$ cat src/rtl/fixed_pkg.sv
// Shared fixed-point helpers: signed saturation bounds, rounding bias and
// parameter legality for the round/saturate datapath.
package fixed_pkg;

  // Largest value representable in a signed field of the given width.
  function automatic logic signed [63:0] sat_max(input int unsigned width);
    return (64'sd1 <<< (width - 1)) - 64'sd1;
  endfunction

  // Smallest value representable in a signed field of the given width.
  function automatic logic signed [63:0] sat_min(input int unsigned width);
    return -(64'sd1 <<< (width - 1));
  endfunction

  // Half of one output LSB, expressed in input LSBs.
  function automatic logic signed [63:0] round_bias(input int unsigned shift);
    return (shift == 0) ? 64'sd0 : (64'sd1 <<< (shift - 1));
  endfunction

  function automatic bit shift_legal(input int unsigned in_width,
                                     input int unsigned in_frac_width,
                                     input int unsigned out_width,
                                     input int unsigned out_frac_width);
    return (in_frac_width >= out_frac_width) && (in_width >= out_width);
  endfunction

endpackage

$ cat src/rtl/fixed_saturate.sv
// Combinational signed clamp from IN_WIDTH down to OUT_WIDTH, with a flag
// raised whenever the result was clamped.
module fixed_saturate
  import fixed_pkg::*;
#(
  parameter int unsigned IN_WIDTH  = 35,
  parameter int unsigned OUT_WIDTH = 16
) (
  input  logic signed [IN_WIDTH-1:0]  sum,
  output logic signed [OUT_WIDTH-1:0] value,
  output logic                        clamped
);

  localparam logic signed [IN_WIDTH-1:0] MaxVal = IN_WIDTH'(sat_max(OUT_WIDTH));
  localparam logic signed [IN_WIDTH-1:0] MinVal = IN_WIDTH'(sat_min(OUT_WIDTH));

  always_comb begin
    value   = sum[OUT_WIDTH-1:0];
    clamped = 1'b0;
    if (sum > MaxVal) begin
      value   = MaxVal[OUT_WIDTH-1:0];
      clamped = 1'b1;
    end else if (sum < MinVal) begin
      value   = MinVal[OUT_WIDTH-1:0];
      clamped = 1'b1;
    end
  end

endmodule

$ cat src/rtl/fixed_round_saturate_pipe.sv
// Two-stage valid/ready rescaler: S1 biases and arithmetically shifts, S2 saturates.
// Define FIXED_ROUND_SATURATE_PIPE_ROUND_EN for round-half-up; default truncates.
module fixed_round_saturate_pipe
  import fixed_pkg::*;
#(
  parameter int unsigned IN_WIDTH       = 34,
  parameter int unsigned IN_FRAC_WIDTH  = 8,
  parameter int unsigned OUT_WIDTH      = 16,
  parameter int unsigned OUT_FRAC_WIDTH = 4,
  parameter int unsigned SAT_CNT_WIDTH  = 16
) (
  input  logic                        clk,
  input  logic                        rst,
  input  logic signed [IN_WIDTH-1:0]  data_in,
  input  logic                        data_in_valid,
  output logic                        data_in_ready,
  output logic signed [OUT_WIDTH-1:0] data_out,
  output logic                        data_out_valid,
  input  logic                        data_out_ready,
  output logic [SAT_CNT_WIDTH-1:0]    sat_count
);

  localparam int unsigned S1Width = IN_WIDTH + 1;
  localparam int unsigned Shift   = (IN_FRAC_WIDTH >= OUT_FRAC_WIDTH) ?
                                    IN_FRAC_WIDTH - OUT_FRAC_WIDTH : 0;

  if (!shift_legal(IN_WIDTH, IN_FRAC_WIDTH, OUT_WIDTH, OUT_FRAC_WIDTH)) begin : g_param_check
    $error("fixed_round_saturate_pipe: need IN_FRAC_WIDTH >= OUT_FRAC_WIDTH and IN_WIDTH >= OUT_WIDTH");
  end

`ifdef FIXED_ROUND_SATURATE_PIPE_ROUND_EN
  localparam logic signed [S1Width-1:0] Bias = S1Width'(round_bias(Shift));
`else
  localparam logic signed [S1Width-1:0] Bias = '0;
`endif

  logic                        s1_valid;
  logic signed [S1Width-1:0]   s1_data;
  logic signed [S1Width-1:0]   s1_ext;
  logic signed [S1Width-1:0]   s1_next;
  logic signed [OUT_WIDTH-1:0] sat_value;
  logic                        sat_clamped;
  logic                        out_clamped;
  logic                        s2_can_load;
  logic                        out_fire;

  assign s2_can_load   = !data_out_valid || data_out_ready;
  assign data_in_ready = !s1_valid || s2_can_load;
  assign out_fire      = data_out_valid && data_out_ready;

  // One extra bit keeps the bias add from overflowing at the positive limit.
  always_comb begin
    s1_ext  = {data_in[IN_WIDTH-1], data_in};
    s1_next = (s1_ext + Bias) >>> Shift;
  end

  fixed_saturate #(
    .IN_WIDTH  (S1Width),
    .OUT_WIDTH (OUT_WIDTH)
  ) u_saturate (
    .sum     (s1_data),
    .value   (sat_value),
    .clamped (sat_clamped)
  );

  always_ff @(posedge clk) begin
    if (rst) begin
      s1_valid       <= 1'b0;
      s1_data        <= '0;
      data_out_valid <= 1'b0;
      data_out       <= '0;
      out_clamped    <= 1'b0;
      sat_count      <= '0;
    end else begin
      if (data_in_ready) begin
        s1_valid <= data_in_valid;
        if (data_in_valid) begin
          s1_data <= s1_next;
        end
      end
      if (s2_can_load) begin
        data_out_valid <= s1_valid;
        if (s1_valid) begin
          data_out    <= sat_value;
          out_clamped <= sat_clamped;
        end
      end
      // Count clamped results as they leave, sticking at all-ones.
      if (out_fire && out_clamped && (sat_count != {SAT_CNT_WIDTH{1'b1}})) begin
        sat_count <= sat_count + 1'b1;
      end
    end
  end

endmodule

$ cat config.mk
export PLATFORM = sky130hd
export DESIGN_NAME = fixed_round_saturate_pipe
export DESIGN_NICKNAME = d
export VERILOG_FILES = /design/src/rtl/fixed_pkg.sv /design/src/rtl/fixed_saturate.sv /design/src/rtl/fixed_round_saturate_pipe.sv
export SDC_FILE = /design/constraint.sdc
export NUM_CORES = 1
export LEC_CHECK = 0
export CORE_MARGIN = 2
export CORE_UTILIZATION = 47
export DETAILED_ROUTE_END_ITERATION = 16
export PLACE_DENSITY = 0.8
export SYNTH_ARGS = -nofsm -noshare
export SYNTH_HDL_FRONTEND = slang
export SYNTH_SLANG_ARGS = --single-unit
export TNS_END_PERCENT = 20
$ cat constraint.sdc
create_clock -name clk -period 2.2 [get_ports clk]
set_clock_uncertainty 0.15 [all_clocks]
set_input_delay 0.44 -clock clk [delete_from_list [all_inputs] [get_ports clk]]
set_output_delay 0.44 -clock clk [all_outputs]
set_load 0.005 [all_outputs]
==> impl_metrics.toml, run 1 <==
[run_status]
outcome = "complete, no violations"

[cts]
clk_latency_ns = 0.34
path_clk_slew_ns = 0.07
cts_tree = "built"
numCtsBuffers = 9
cts_buffer_depth = 2
htreeDepth = 3
cts-root-buf = "clkbuf_8"
cts_sinks = 65

[logic_synthesis]
yosysSeqAreaShare = 0.509
synth_flop_cell = "dfxtp_1"
yosys-top-cells-count = "nand2_1 (71), dfxtp_1 (65), a21oi_1 (43), a221o_1 (16), clkbuf_1 (12)"
yosys-top-cells-area = "dfxtp_1 (51%), nand2_1 (10%), a21oi_1 (8.4%), a221o_1 (6.3%), o31ai_1 (2.1%)"
yosys_warnings = 0
syn-num-nets = 331
synthArstFlopShare = 0
synth_cell_types = 37
synth-seq-cells = 65
syn_area_per_cell_um2 = 8.75
synth_area_leader_cell = "dfxtp_1"
netlist_instances = 292
yosys.area.top_type_share = 0.509
synthMostInstantiatedCell = "nand2_1"
synth_edf_count = 0
syn_area_um2 = 2560

[global_route]
grt_usage = 0.224
grt_pass1_wl_um = 10600
grt_pass1_vias = 2318
grt_antenna_before_repair = 0
grt_max_degree = 31
gr-total-overflow = 0

[sta]
slew_headroom = 0.573
fin_ws_ns = 0.0902
period_share = 0.959
hold_viol = 0
tns_ns = 0
maxSlewViolCount = 0
worstMarginPinSlew_ns = 0.635
finalSetupViolCount = 0
max_clock_freq_ghz = 0.474
rsz0062_at_grt = "false"
period_minus_slack_ns = 2.11

[place]
place_inst = 431
portBuffers = 67
globalplace.congestion = 0.852
dp_hpwl_um = 4190
pre_cts_ws_ns = -0.251

[critical_path]
worstPathArrival_ns = 1.52
crit_fanout = 4
worstSetupPathType = "primary input to output pin"
worstPathRequired_ns = 1.61
end_kind = "output pin"
start_kind = "primary input"

[layout]
area_delta_synth_final_pct = 43.5
fin_util = 0.709
diodes = 0
drive_gt1_frac = 0.114
stdcell_count = 448
fin_nets = 412

[drt]
route.antenna.remaining_nets = 0
viasPerCell = 5.60
drc = 0
drt_iter0_drc = 130
via_count = 2510
dr.pass1.iters = 4
routed_wl_um = 6370
wl_per_cell_um = 14.2

[floorplan]
std_cell_rows = 26
die_y_um = 77.7
core-area_um2 = 5170
die_area_um2 = 6040
start_util = 0.494
io_pins = 72
die_width_um = 77.7

[flow_run]
drv_cap = 0

[pwr]
finalPower_mw = 2.70
p_leak_nw = 1.31
powerDensity_nw_per_um2 = 735
vdd.ir_drop.worst_mv = 0.512

[hold_path]
worstHoldPathType = "flop to flop"
[cells in the final DEF, fill, tap and decap left out, types with 2 or more instances in the layout]
cell | Yosys | routed
nor4_2 | 2 | 2
a221o_1 | 16 | 16
a21oi_1 | 43 | 43
clkdlybuf4s50_1 | 0 | 65
nand3_1 | 6 | 6
and2_1 | 2 | 2
o31ai_1 | 7 | 7
or4_1 | 7 | 7
and4_1 | 2 | 2
or3_1 | 4 | 3
buf_12 | 0 | 3
buf_4 | 0 | 17
inv_1 | 6 | 6
o311a_1 | 2 | 2
nand2_1 | 71 | 71
nor3_1 | 2 | 2
o21ai_0 | 3 | 3
bufinv_16 | 0 | 2
o211ai_1 | 2 | 2
nand4_1 | 8 | 8
nor4_1 | 8 | 8
dfxtp_1 | 65 | 65
nor2_1 | 4 | 4
clkbuf_8 | 0 | 10
[stage by stage]
stage | hold WS, ns | instance area (um^2)
after floorplan | 0.287 | 2560
after global placement | 0.292 | 3420
after detailed placement | 0.297 | 3420
after CTS | 0.307 | 3660
after global routing | 0.328 | 3670
final | 0.307 | 3670
[path summary, 6_finish.rpt]
path	startpoint	endpoint	slack, ns	cells after the start
setup / recovery	data_out_ready	data_in_ready	0.09	4
hold / removal	s1_data[3]	s1_data[3]	0.31	2
setup reg to reg	sat_count[0]	sat_count[10]	0.15	5
hold reg to reg	s1_data[3]	s1_data[3]	0.31	2
[worst max-delay path: stages]
cell and delay, ns:
clkdlybuf4s50_1 0.44, buf_4 0.16, nand3b_1 0.19, dlygate4sd2_1 0.29
[state kept, by name, summed over array words and instances (netlist names)]
signal,cells
out_clamped,1
sat_count,16
data_out,16
data_out_valid,1
s1_data,30
s1_valid,1
[report_power, final]
| part | leakage [nW] | total [mW] | switching [mW] | internal [mW] |
|---|---|---|---|---|
| sequential | 0.533 | 1.28 | 0.0402 | 1.24 |
| clock | 0.113 | 1.14 | 0.466 | 0.672 |
| combinational | 0.668 | 0.278 | 0.111 | 0.167 |
| total | 1.31 | 2.70 | 0.617 | 2.08 |
[final cells by class]
| type | count | area (um^2) |
|---|---|---|
| clock buffer | 10 | 138 |
| clock inverter | 6 | 90.1 |
| fill | 409 | 1500 |
| inverter | 6 | 22.5 |
| multi-input combinational | 204 | 1180 |
| sequential | 65 | 1300 |
| tap | 70 | 87.6 |
| timing repair buffer | 87 | 852 |
[repair_timing]
action | 4_1_cts | 5_1_grt
resized for setup | 1 | 2
setup endpoints to repair | 1 | 16
hold buffers | 0 | 0
setup buffers | 1 | 0
[per-layer routing]
metal	GRT usage	up-vias	part of all wire
met5	0	-	0
met4	0.0714	0	0.013
met3	0.0779	10	0.066
met2	0.372	90	0.49
met1	0.272	1171	0.43
li1	-	1239	-
[kinds of logic after synthesis]
| kind of cell | share of synthesized area |
|---|---|
| AOI/OAI and AO/OA | 0.210 |
| adders and majority gates | 0.00489 |
| buffers and inverters | 0.0348 |
| DFF | 0.509 |
| muxes | 0.00832 |
| and+or+nand+nor | 0.233 |
Note: power is estimated with default switching activity, not from simulation.
==> run 2: changes to the inputs <==
--- a/config.mk
+++ b/config.mk
@@ -9,6 +9,7 @@
 export CORE_UTILIZATION = 47
 export DETAILED_ROUTE_END_ITERATION = 16
 export PLACE_DENSITY = 0.8
+export SETUP_SLACK_MARGIN = 0.15
 export SYNTH_ARGS = -nofsm -noshare
 export SYNTH_HDL_FRONTEND = slang
 export SYNTH_SLANG_ARGS = --single-unit
==> impl_metrics.toml, run 2 (synthesized netlist as in run 1, its figures left out) <==
[run_status]
outcome = "complete, no violations"

[sta]
holdWs_ns = 0.306
max_clock_freq_ghz = 0.505
maxSlewViolCount = 0
rsz0062_at_grt = "true"
slew_headroom = 0.571
hold_viol = 0
period_share = 0.900
period_minus_slack_ns = 1.98
finalSetupViolCount = 0
worstMarginPinSlew_ns = 0.638

[cts]
cts_sinks = 65
cts_hold_buffers = 0
clk_latency_ns = 0.34
cts_buffer_depth = 2
htreeDepth = 3
path_clk_slew_ns = 0.07
cts-root-buf = "clkbuf_8"
cts_tree = "built"
numCtsBuffers = 9

[floorplan]
core-area_um2 = 5170
die_y_um = 77.7
start_util = 0.494
std_cell_rows = 26
die_width_um = 77.7
io_pins = 72
die_area_um2 = 6040

[drt]
route.antenna.remaining_nets = 0
viasPerCell = 5.59
via_count = 2509
drt_iter0_drc = 122
routed_wl_um = 6440
wl_per_cell_um = 14.3
dr.pass1.iters = 4
drc = 0

[critical_path]
path_buf_inv = 0
worstReg2RegStart = "sat_count[1]"
end_kind = "flop"
worstPathArrival_ns = 2.10
max_stage_delay_ns = 0.47
worstSetupPathType = "flop to flop"
path_cells = "ha_2 > nand2_1 > or3_4 > or4_1 > a21oi_1"
worstPathRequired_ns = 2.32
start_kind = "flop"
cp_slowest_cell = "or4_1"
cp-startpoint = "sat_count[1]"
cp_top_family = "simple AND/OR/NAND/NOR gates"
r2r-end = "sat_count[10]"
r2r_cells = 5
crit_fanout = 5
r2r_slack_ns = 0.22

[layout]
fin_nets = 413
top_register = "s1_data"
reg_top3 = "s1_data: 30 flops, data_out: 16 flops, sat_count: 16 flops"
largest_reg_flops = 30
diodes = 0
fin_util = 0.714
layout_commonest_cell = "nand2_1"
drive_gt1_frac = 0.127
area_delta_synth_final_pct = 44.5
layout_common_cells = "nand2_1 (71), dfxtp_1 (64), clkdlybuf4s50_1 (64), a21oi_1 (43), buf_4 (18)"
fillers = 404

[pwr]
combPwrFrac = 0.103
power.switching_mw = 0.616
vdd.ir_drop.worst_mv = 0.512
intPower_mw = 2.08
pwr-share-clk = 0.421
pwr-share-seq = 0.475
p_leak_nw = 1.33
powerDensity_nw_per_um2 = 730
switching_share = 0.228

[global_route]
grt_pass1_vias = 2320
grt_usage = 0.224
grt_antenna_before_repair = 0
grt_pass1_wl_um = 10600
grt_max_degree = 31
gr-total-overflow = 0

[hold_path]
hold_end = "s1_data[3]"
worstHoldPathType = "flop to flop"
hold_depth = 2
hold_path.startpoint = "s1_data[3]"

[place]
dp_hpwl_um = 4190
globalplace.congestion = 0.852
portBuffers = 67

[flow_run]
drv_cap = 0
[run 2: tightest hold or removal path, stage by stage (launching register included)]
cell,delay (ns)
dfxtp_1,0.31
nand2_1,0.05
a21oi_1,0.05
[run 2: how the worst max path moves through the flow]
stage | depth (start not counted) | to
after floorplan | 6 | sat_count[10]
after global placement | 6 | data_out[4]
after detailed placement | 6 | data_out[1]
after CTS | 5 | sat_count[9]
after global routing | 4 | sat_count[9]
final | 5 | sat_count[10]
[run 2: final cells by class]
cell class              count  area, um^2  area share
clock buffers              10         138      0.0373
clock inverters             6        90.1      0.0244
inverters                   6        22.5     0.00610
multi-input cells         204        1190       0.322
flip-flops and latches     65        1300       0.353
well taps                  70        87.6      0.0237
repair buffers             88         863       0.234
[run 2: metal layers]
| metal | part of all wire | wire length, um | vias to the layer above | global-route usage |
|---|---|---|---|---|
| met5 | 0 | 0 | - | 0 |
| met2 | 0.50 | 3190 | 88 | 0.372 |
| li1 | - | - | 1241 | - |
| met4 | 0.0087 | 56 | 0 | 0.0714 |
| met3 | 0.060 | 388 | 6 | 0.0779 |
| met1 | 0.44 | 2810 | 1174 | 0.273 |
[run 2: per-stage QoR]
| step | power [mW] | cells | cell area [um^2] | setup TNS (ns) | setup WS (ns) |
|---|---|---|---|---|---|
| finish | 2.70 | 449 | 3690 | 0 | 0.219 |
| global route | 2.82 | 449 | 3690 | 0 | 0.0954 |
| floorplan | 1.41 | 292 | 2560 | 0 | 0.179 |
| CTS | 2.72 | 448 | 3660 | 0 | 0.0552 |
| detailed placement | 1.58 | 431 | 3420 | -4.81 | -0.251 |
| global placement | 1.58 | 431 | 3420 | -4.08 | -0.209 |
[run 2: power groups by stage]
stage / sequential [mW] / combinational (mW) / clock (mW)
finish: 1.28 / 0.279 / 1.14
global route: 1.29 / 0.304 / 1.22
CTS: 1.28 / 0.280 / 1.16
detailed placement: 1.31 / 0.276 / 0
global placement: 1.30 / 0.272 / 0
floorplan: 1.30 / 0.111 / 0
[run 2: repair_timing]
item / in CTS / in global routing
setup endpoints to repair: 19 / 24
gates resized for setup: 2 / 7
buffers inserted: 1 / 1
pin swaps: 0 / 2
